`src/rtl/xy_motion_pkg.sv`:
```
// Shared types and default tuning constants for the two-axis move sequencer.
package xy_motion_pkg;

  localparam int DEF_W     = 26;
  localparam int DEF_STEPW = 16;
  localparam int DEF_SLOW  = 2500000;
  localparam int DEF_FAST  = 250000;
  localparam int DEF_DELTA = 50000;

  typedef enum logic [2:0] {
    IDLE,
    ACCEL,
    CRUISE,
    DECEL,
    DONE
  } axis_state_t;

endpackage

```
`src/rtl/axis_ramp.sv`:
```
// One axis of the move sequencer: step-edge detection, remaining/ramp counters
// and the accelerate/cruise/decelerate FSM that sets the divider half-period.
module axis_ramp
  import xy_motion_pkg::*;
#(
  parameter int W     = DEF_W,
  parameter int STEPW = DEF_STEPW,
  parameter int SLOW  = DEF_SLOW,
  parameter int FAST  = DEF_FAST,
  parameter int DELTA = DEF_DELTA
) (
  input  logic             clk,
  input  logic             rst,
  input  logic             start,
  input  logic [STEPW-1:0] d,
  input  logic             abort,
  input  logic             clear,
  input  logic             clk_in,
  output logic [W-1:0]     speed,
  output logic             en,
  output logic             finished
);

  localparam logic [W:0] SLOW_X  = (W+1)'(SLOW);
  localparam logic [W:0] FAST_X  = (W+1)'(FAST);
  localparam logic [W:0] DELTA_X = (W+1)'(DELTA);

  axis_state_t      state, state_d;
  logic [STEPW-1:0] rem, rem_d;
  logic [STEPW-1:0] n, n_d;
  logic [W-1:0]     speed_d;
  logic             en_d;
  logic             clk_q;
  logic             step;

  logic [STEPW-1:0] rem_dec;
  logic [STEPW-1:0] n_dec;
  logic [W:0]       speed_up;
  logic [W:0]       speed_dn;

  assign step     = clk_in & ~clk_q;
  assign finished = (state == DONE);

  // Ramp arithmetic is one bit wider than the speed so neither direction wraps.
  always_comb begin
    rem_dec  = rem - 1'b1;
    n_dec    = (n == '0) ? '0 : n - 1'b1;
    speed_up = {1'b0, speed} + DELTA_X;
    if (speed_up > SLOW_X) speed_up = SLOW_X;
    speed_dn = ({1'b0, speed} >= FAST_X + DELTA_X) ? {1'b0, speed} - DELTA_X : FAST_X;
  end

  always_comb begin
    // NOTE: every next-state signal gets its default first, so no latch is inferred.
    state_d = state;
    rem_d   = rem;
    n_d     = n;
    speed_d = speed;
    en_d    = en;

    if (abort || clear) begin
      state_d = IDLE;
      speed_d = SLOW_X[W-1:0];
      en_d    = 1'b0;
    end else begin
      case (state)
        IDLE: begin
          if (start) begin
            rem_d   = d;
            n_d     = '0;
            speed_d = SLOW_X[W-1:0];
            en_d    = (d != '0);
            state_d = (d != '0) ? ACCEL : DONE;
          end
        end
        ACCEL, CRUISE, DECEL: begin
          if (step) begin
            rem_d = rem_dec;
            if (rem_dec == '0) begin
              state_d = DONE;
              speed_d = SLOW_X[W-1:0];
              en_d    = 1'b0;
            end else if (state == DECEL || rem_dec <= n) begin
              // Enough steps left only to brake back down to SLOW.
              state_d = DECEL;
              speed_d = speed_up[W-1:0];
              n_d     = n_dec;
            end else if (state == ACCEL) begin
              speed_d = speed_dn[W-1:0];
              n_d     = n + 1'b1;
              if (speed_dn == FAST_X) state_d = CRUISE;
            end
          end
        end
        default: ;
      endcase
    end
  end

  always_ff @(posedge clk) begin
    // NOTE: sequential state uses non-blocking assignments only.
    if (rst) begin
      state <= IDLE;
      rem   <= '0;
      n     <= '0;
      speed <= SLOW_X[W-1:0];
      en    <= 1'b0;
      clk_q <= 1'b0;
    end else begin
      state <= state_d;
      rem   <= rem_d;
      n     <= n_d;
      speed <= speed_d;
      en    <= en_d;
      clk_q <= clk_in;
    end
  end

endmodule

```
`src/rtl/xy_motion_seq.sv`:
```
// Two-axis move sequencer: command handshake, direction latches, busy/done
// tracking and the join of the two axis ramps.
module xy_motion_seq
  import xy_motion_pkg::*;
#(
  parameter int W     = DEF_W,
  parameter int STEPW = DEF_STEPW,
  parameter int SLOW  = DEF_SLOW,
  parameter int FAST  = DEF_FAST,
  parameter int DELTA = DEF_DELTA
) (
  input  logic             clk,
  input  logic             rst,
  input  logic             cmd_valid,
  output logic             cmd_ready,
  input  logic [STEPW-1:0] cmd_dx,
  input  logic [STEPW-1:0] cmd_dy,
  input  logic             cmd_dir_x,
  input  logic             cmd_dir_y,
  input  logic             abort,
  input  logic             clk_x_in,
  input  logic             clk_y_in,
  output logic [W-1:0]     speed_x,
  output logic [W-1:0]     speed_y,
  output logic             en_x,
  output logic             en_y,
  output logic             dir_x,
  output logic             dir_y,
  output logic             busy,
  output logic             done
);

  logic accept;
  logic abort_move;
  logic join_done;
  logic fin_x, fin_y;

  assign cmd_ready  = ~busy & ~abort;
  assign accept     = cmd_valid & cmd_ready;
  assign abort_move = abort & busy;
  assign join_done  = busy & fin_x & fin_y;

  axis_ramp #(.W(W), .STEPW(STEPW), .SLOW(SLOW), .FAST(FAST), .DELTA(DELTA)) u_axis_x (
    .clk      (clk),
    .rst      (rst),
    .start    (accept),
    .d        (cmd_dx),
    .abort    (abort_move),
    .clear    (join_done),
    .clk_in   (clk_x_in),
    .speed    (speed_x),
    .en       (en_x),
    .finished (fin_x)
  );

  axis_ramp #(.W(W), .STEPW(STEPW), .SLOW(SLOW), .FAST(FAST), .DELTA(DELTA)) u_axis_y (
    .clk      (clk),
    .rst      (rst),
    .start    (accept),
    .d        (cmd_dy),
    .abort    (abort_move),
    .clear    (join_done),
    .clk_in   (clk_y_in),
    .speed    (speed_y),
    .en       (en_y),
    .finished (fin_y)
  );

  // Abort wins over a completion landing in the same cycle: no done pulse.
  always_ff @(posedge clk) begin
    if (rst) begin
      busy  <= 1'b0;
      done  <= 1'b0;
      dir_x <= 1'b0;
      dir_y <= 1'b0;
    end else begin
      done <= 1'b0;
      if (abort_move) begin
        busy <= 1'b0;
      end else if (join_done) begin
        busy <= 1'b0;
        done <= 1'b1;
      end else if (accept) begin
        busy  <= 1'b1;
        dir_x <= cmd_dir_x;
        dir_y <= cmd_dir_y;
      end
    end
  end

endmodule

```
`config.mk`:
```
export PLATFORM = sky130hd
export DESIGN_NAME = xy_motion_seq
export DESIGN_NICKNAME = d
export VERILOG_FILES = /design/src/rtl/xy_motion_pkg.sv /design/src/rtl/axis_ramp.sv /design/src/rtl/xy_motion_seq.sv
export SDC_FILE = /design/constraint.sdc
export NUM_CORES = 1
export LEC_CHECK = 0
export CORE_MARGIN = 8
export CORE_UTILIZATION = 45
export CTS_BUF_LIST = sky130_fd_sc_hd__clkbuf_4 sky130_fd_sc_hd__clkbuf_8
export DETAILED_ROUTE_END_ITERATION = 10
export GPL_ROUTABILITY_DRIVEN = 0
export PLACE_DENSITY_LB_ADDON = 0.2
export SETUP_SLACK_MARGIN = 0.15
export SLEW_MARGIN = 0
export SYNTH_ARGS = -nofsm -noshare
export SYNTH_HDL_FRONTEND = slang
export SYNTH_HIERARCHICAL = 1
export SYNTH_SLANG_ARGS = --single-unit
```
`constraint.sdc`:
```
create_clock -name clk -period 4 [get_ports clk]
set_input_delay 1.2 -clock clk [delete_from_list [all_inputs] [get_ports clk]]
set_output_delay 1.2 -clock clk [all_outputs]
set_load 0.01 [all_outputs]
```
==> reports/metrics.cfg <==
[outcome]
status = finished, final reports clean

[synth]
ys_ff_latch = 130
synth_area_leaders = dfxtp_1 23%, a21oi_1 6.1%, nor2_1 5.7%, ha_1 5.5%, nand2_1 4.2%
async_flop_share_pct = 0
synthFlopType = dfxtp_1
synth_cell_types = 75
syn-cell-area_um2 = 11400
synth.avg_cell_area_um2 = 7.11
synth-edff-count = 0
ys_seq_area_share_pct = 22.9
yosysTopAreaCellShare_pct = 22.9
synth_area_leader_cell = dfxtp_1
synthesis.nets = 1689
synth_common_cells = 172 x nor2_1, 138 x a21oi_1, 130 x dfxtp_1
ys_warn_count = 6
synth_cells = 1599
yosysMostFrequentCell = nor2_1

[critical_path]
path_cells = nor4_4 > nand4_1 > or4_4 > xnor2_4 > ha_4 > nand4_1 > a21oi_2 > nor3_2 > o211ai_1 > nand2_1 > or4_4 > buf_6 > o22a_1 > mux2i_1
crit_start = u_axis_y/rem[5]$_SDFFE_PP0P_
crit_buf_inv = 1
crit_path_end_kind = register
critPathKind = register to register
max_stage_delay_ps = 630
path_delay_family = simple AND/OR/NAND/NOR gates
rr_startpoint = u_axis_y/rem[5]$_SDFFE_PP0P_
cp_slowest_cell = or4_4
cp_data_arrival_time_ps = 4370
ff2ff_setup_slack_ps = 6
setup.worst_path.start_class = register
cp.required_ps = 4380
worstPathMaxFanout = 6

[layout]
drive_gt1_share_pct = 19.3
final_area_um2 = 14800
nFillCells = 2261
diodes = 0
final_nets = 1857
area_growth_pct = 30.5
fin_util_pct = 59.4

[drt]
totalWireLength_mm = 40.2
drcViolationCount = 0
ant_nets = 0
routedWlPerCell_um = 19.1
routed-via-count = 13300
drt_iter0_drc = 1606
vias_per_cell = 6.30
drtPass1Iterations = 5

[placed_design]
postPlaceCellArea_um2 = 13100
place.port_buffers = 98
pre_cts_ws_ps = 76.1
hpwl_mm = 28.1

[sta]
slew_headroom_pct = 12.4
period_share_pct = 99.9
setup_ws_ps = 5.96
period_minus_slack_ps = 3990
hold_violations = 0
setup_viol = 0
rsz0062_at_grt = yes
drv_slew = 0
setup_tns_ps = 0
tightest_slew_ps = 1300
fmaxAchievable_ghz = 0.250
fin_skew_ps = 22.4

[floorplanning]
die_area_um2 = 30600
num_rows = 58
io_pins = 99
die_h_um = 175
die_w_um = 175
start_util_pct = 45.5
coreArea_um2 = 25000

[clock_network]
numCtsBuffers = 17
cts_buffer_depth = 2
htreeDepth = 4
root_buffer = clkbuf_8
clock_sinks = 130
postCtsHoldBufs = 0
cts_tree = yes
clock_latency_ps = 460
clk_pin_slew_ps = 70

[run]
drv_cap = 0

[grt]
grt_overflow = 0
grt_usage_pct = 24.1
grt_antenna_before_repair = 0
grt_start_max_net_pins = 74
grt_pass1_wl_mm = 61.7
grt_pass1_vias = 11900

[min_path]
worstHoldStart = dir_y$_SDFFE_PP0P_
hold_class = register to register

worst reg2reg max path, stage by stage (launching register included):
cell and delay (ps):
dfxtp_2 340, nor4_4 350, nand4_1 230, or4_4 620, xnor2_4 180, ha_4 270
nand4_1 140, a21oi_2 180, nor3_2 60, o211ai_1 280, nand2_1 180, or4_4 630
buf_6 160, o22a_1 190, mux2i_1 120
cell families after synthesis:
family / Yosys count / synth area share (%)
and+or+nand+nor: 669 / 29.8
AOI/OAI and AO/OA: 444 / 25.7
buffers and inverters: 192 / 6.78
DFF: 130 / 22.9
xor gates and xnor gates: 72 / 5.55
adders and majority gates: 50 / 5.50
muxes: 42 / 3.83
layout by cell type (no fill, tap or decap), types with 26 or more instances in the layout:
master,Yosys,routed
clkdlybuf4s50_1,0,97
nor3_1,80,54
ha_1,50,48
buf_4,0,121
nand3_1,64,62
mux2i_1,30,30
xnor2_1,44,39
inv_1,80,79
buf_6,6,33
nand4_1,40,40
xor2_1,28,26
a21oi_1,138,130
o21ai_0,80,63
dfxtp_1,130,127
nor4_1,32,26
nor2_1,172,159
nand2_1,128,127
state kept, by name (all words and copies together), names as in the netlist:
signal          count
busy                1
dir_x               1
dir_y               1
done                1
u_axis_x/clk_q      1
u_axis_x/en         1
u_axis_x/n         16
u_axis_x/rem       16
u_axis_x/speed     26
u_axis_x/state      3
u_axis_y/clk_q      1
u_axis_y/en         1
u_axis_y/n         16
u_axis_y/rem       16
u_axis_y/speed     26
u_axis_y/state      3
worst paths after layout:
kind / end / cells past startpoint
max: u_axis_y/speed[6]$_SDFFE_PP0P_ / 14
min: dir_y$_SDFFE_PP0P_ / 2
max reg2reg: u_axis_y/speed[6]$_SDFFE_PP0P_ / 14
min reg2reg: dir_y$_SDFFE_PP0P_ / 2
final cells by class:
class	count	area, um2	area share (%)
clock buffer	25	325	2.19
timing repair buffer	261	2420	16.3
inverter	80	300	2.02
tap	330	413	2.78
sequential	130	2610	17.6
multi-input combinational	1277	8700	58.6
clock inverter	5	75.1	0.506
layer usage:
| metal | global-route usage [%] | vias up | share of wire (%) |
|---|---|---|---|
| met3 | 4.27 | 109 | 9.0 |
| met2 | 37.0 | 735 | 45 |
| met4 | 9.47 | 0 | 3.2 |
| met1 | 32.7 | 6215 | 43 |
| met5 | 0 | - | 0 |
| li1 | - | 6220 | - |
metrics by stage:
stage                     hold slack (ps)  instances
after floorplan                       454       1599
final                                 472       2108
after detailed placement              468       2017
after global placement                458       2017
after global routing                  500       2108
after CTS                             482       2048
what timing repair did:
action	4_1_cts	5_1_grt
buffers inserted	1	51
endpoints found under the setup margin	23	88
resized for setup	9	185
pin swaps	2	72
cloned	0	9
Power is left out: the tool's default activity adds up to more than one toggle a clock period on the data nets, which glitch-free logic cannot reach.
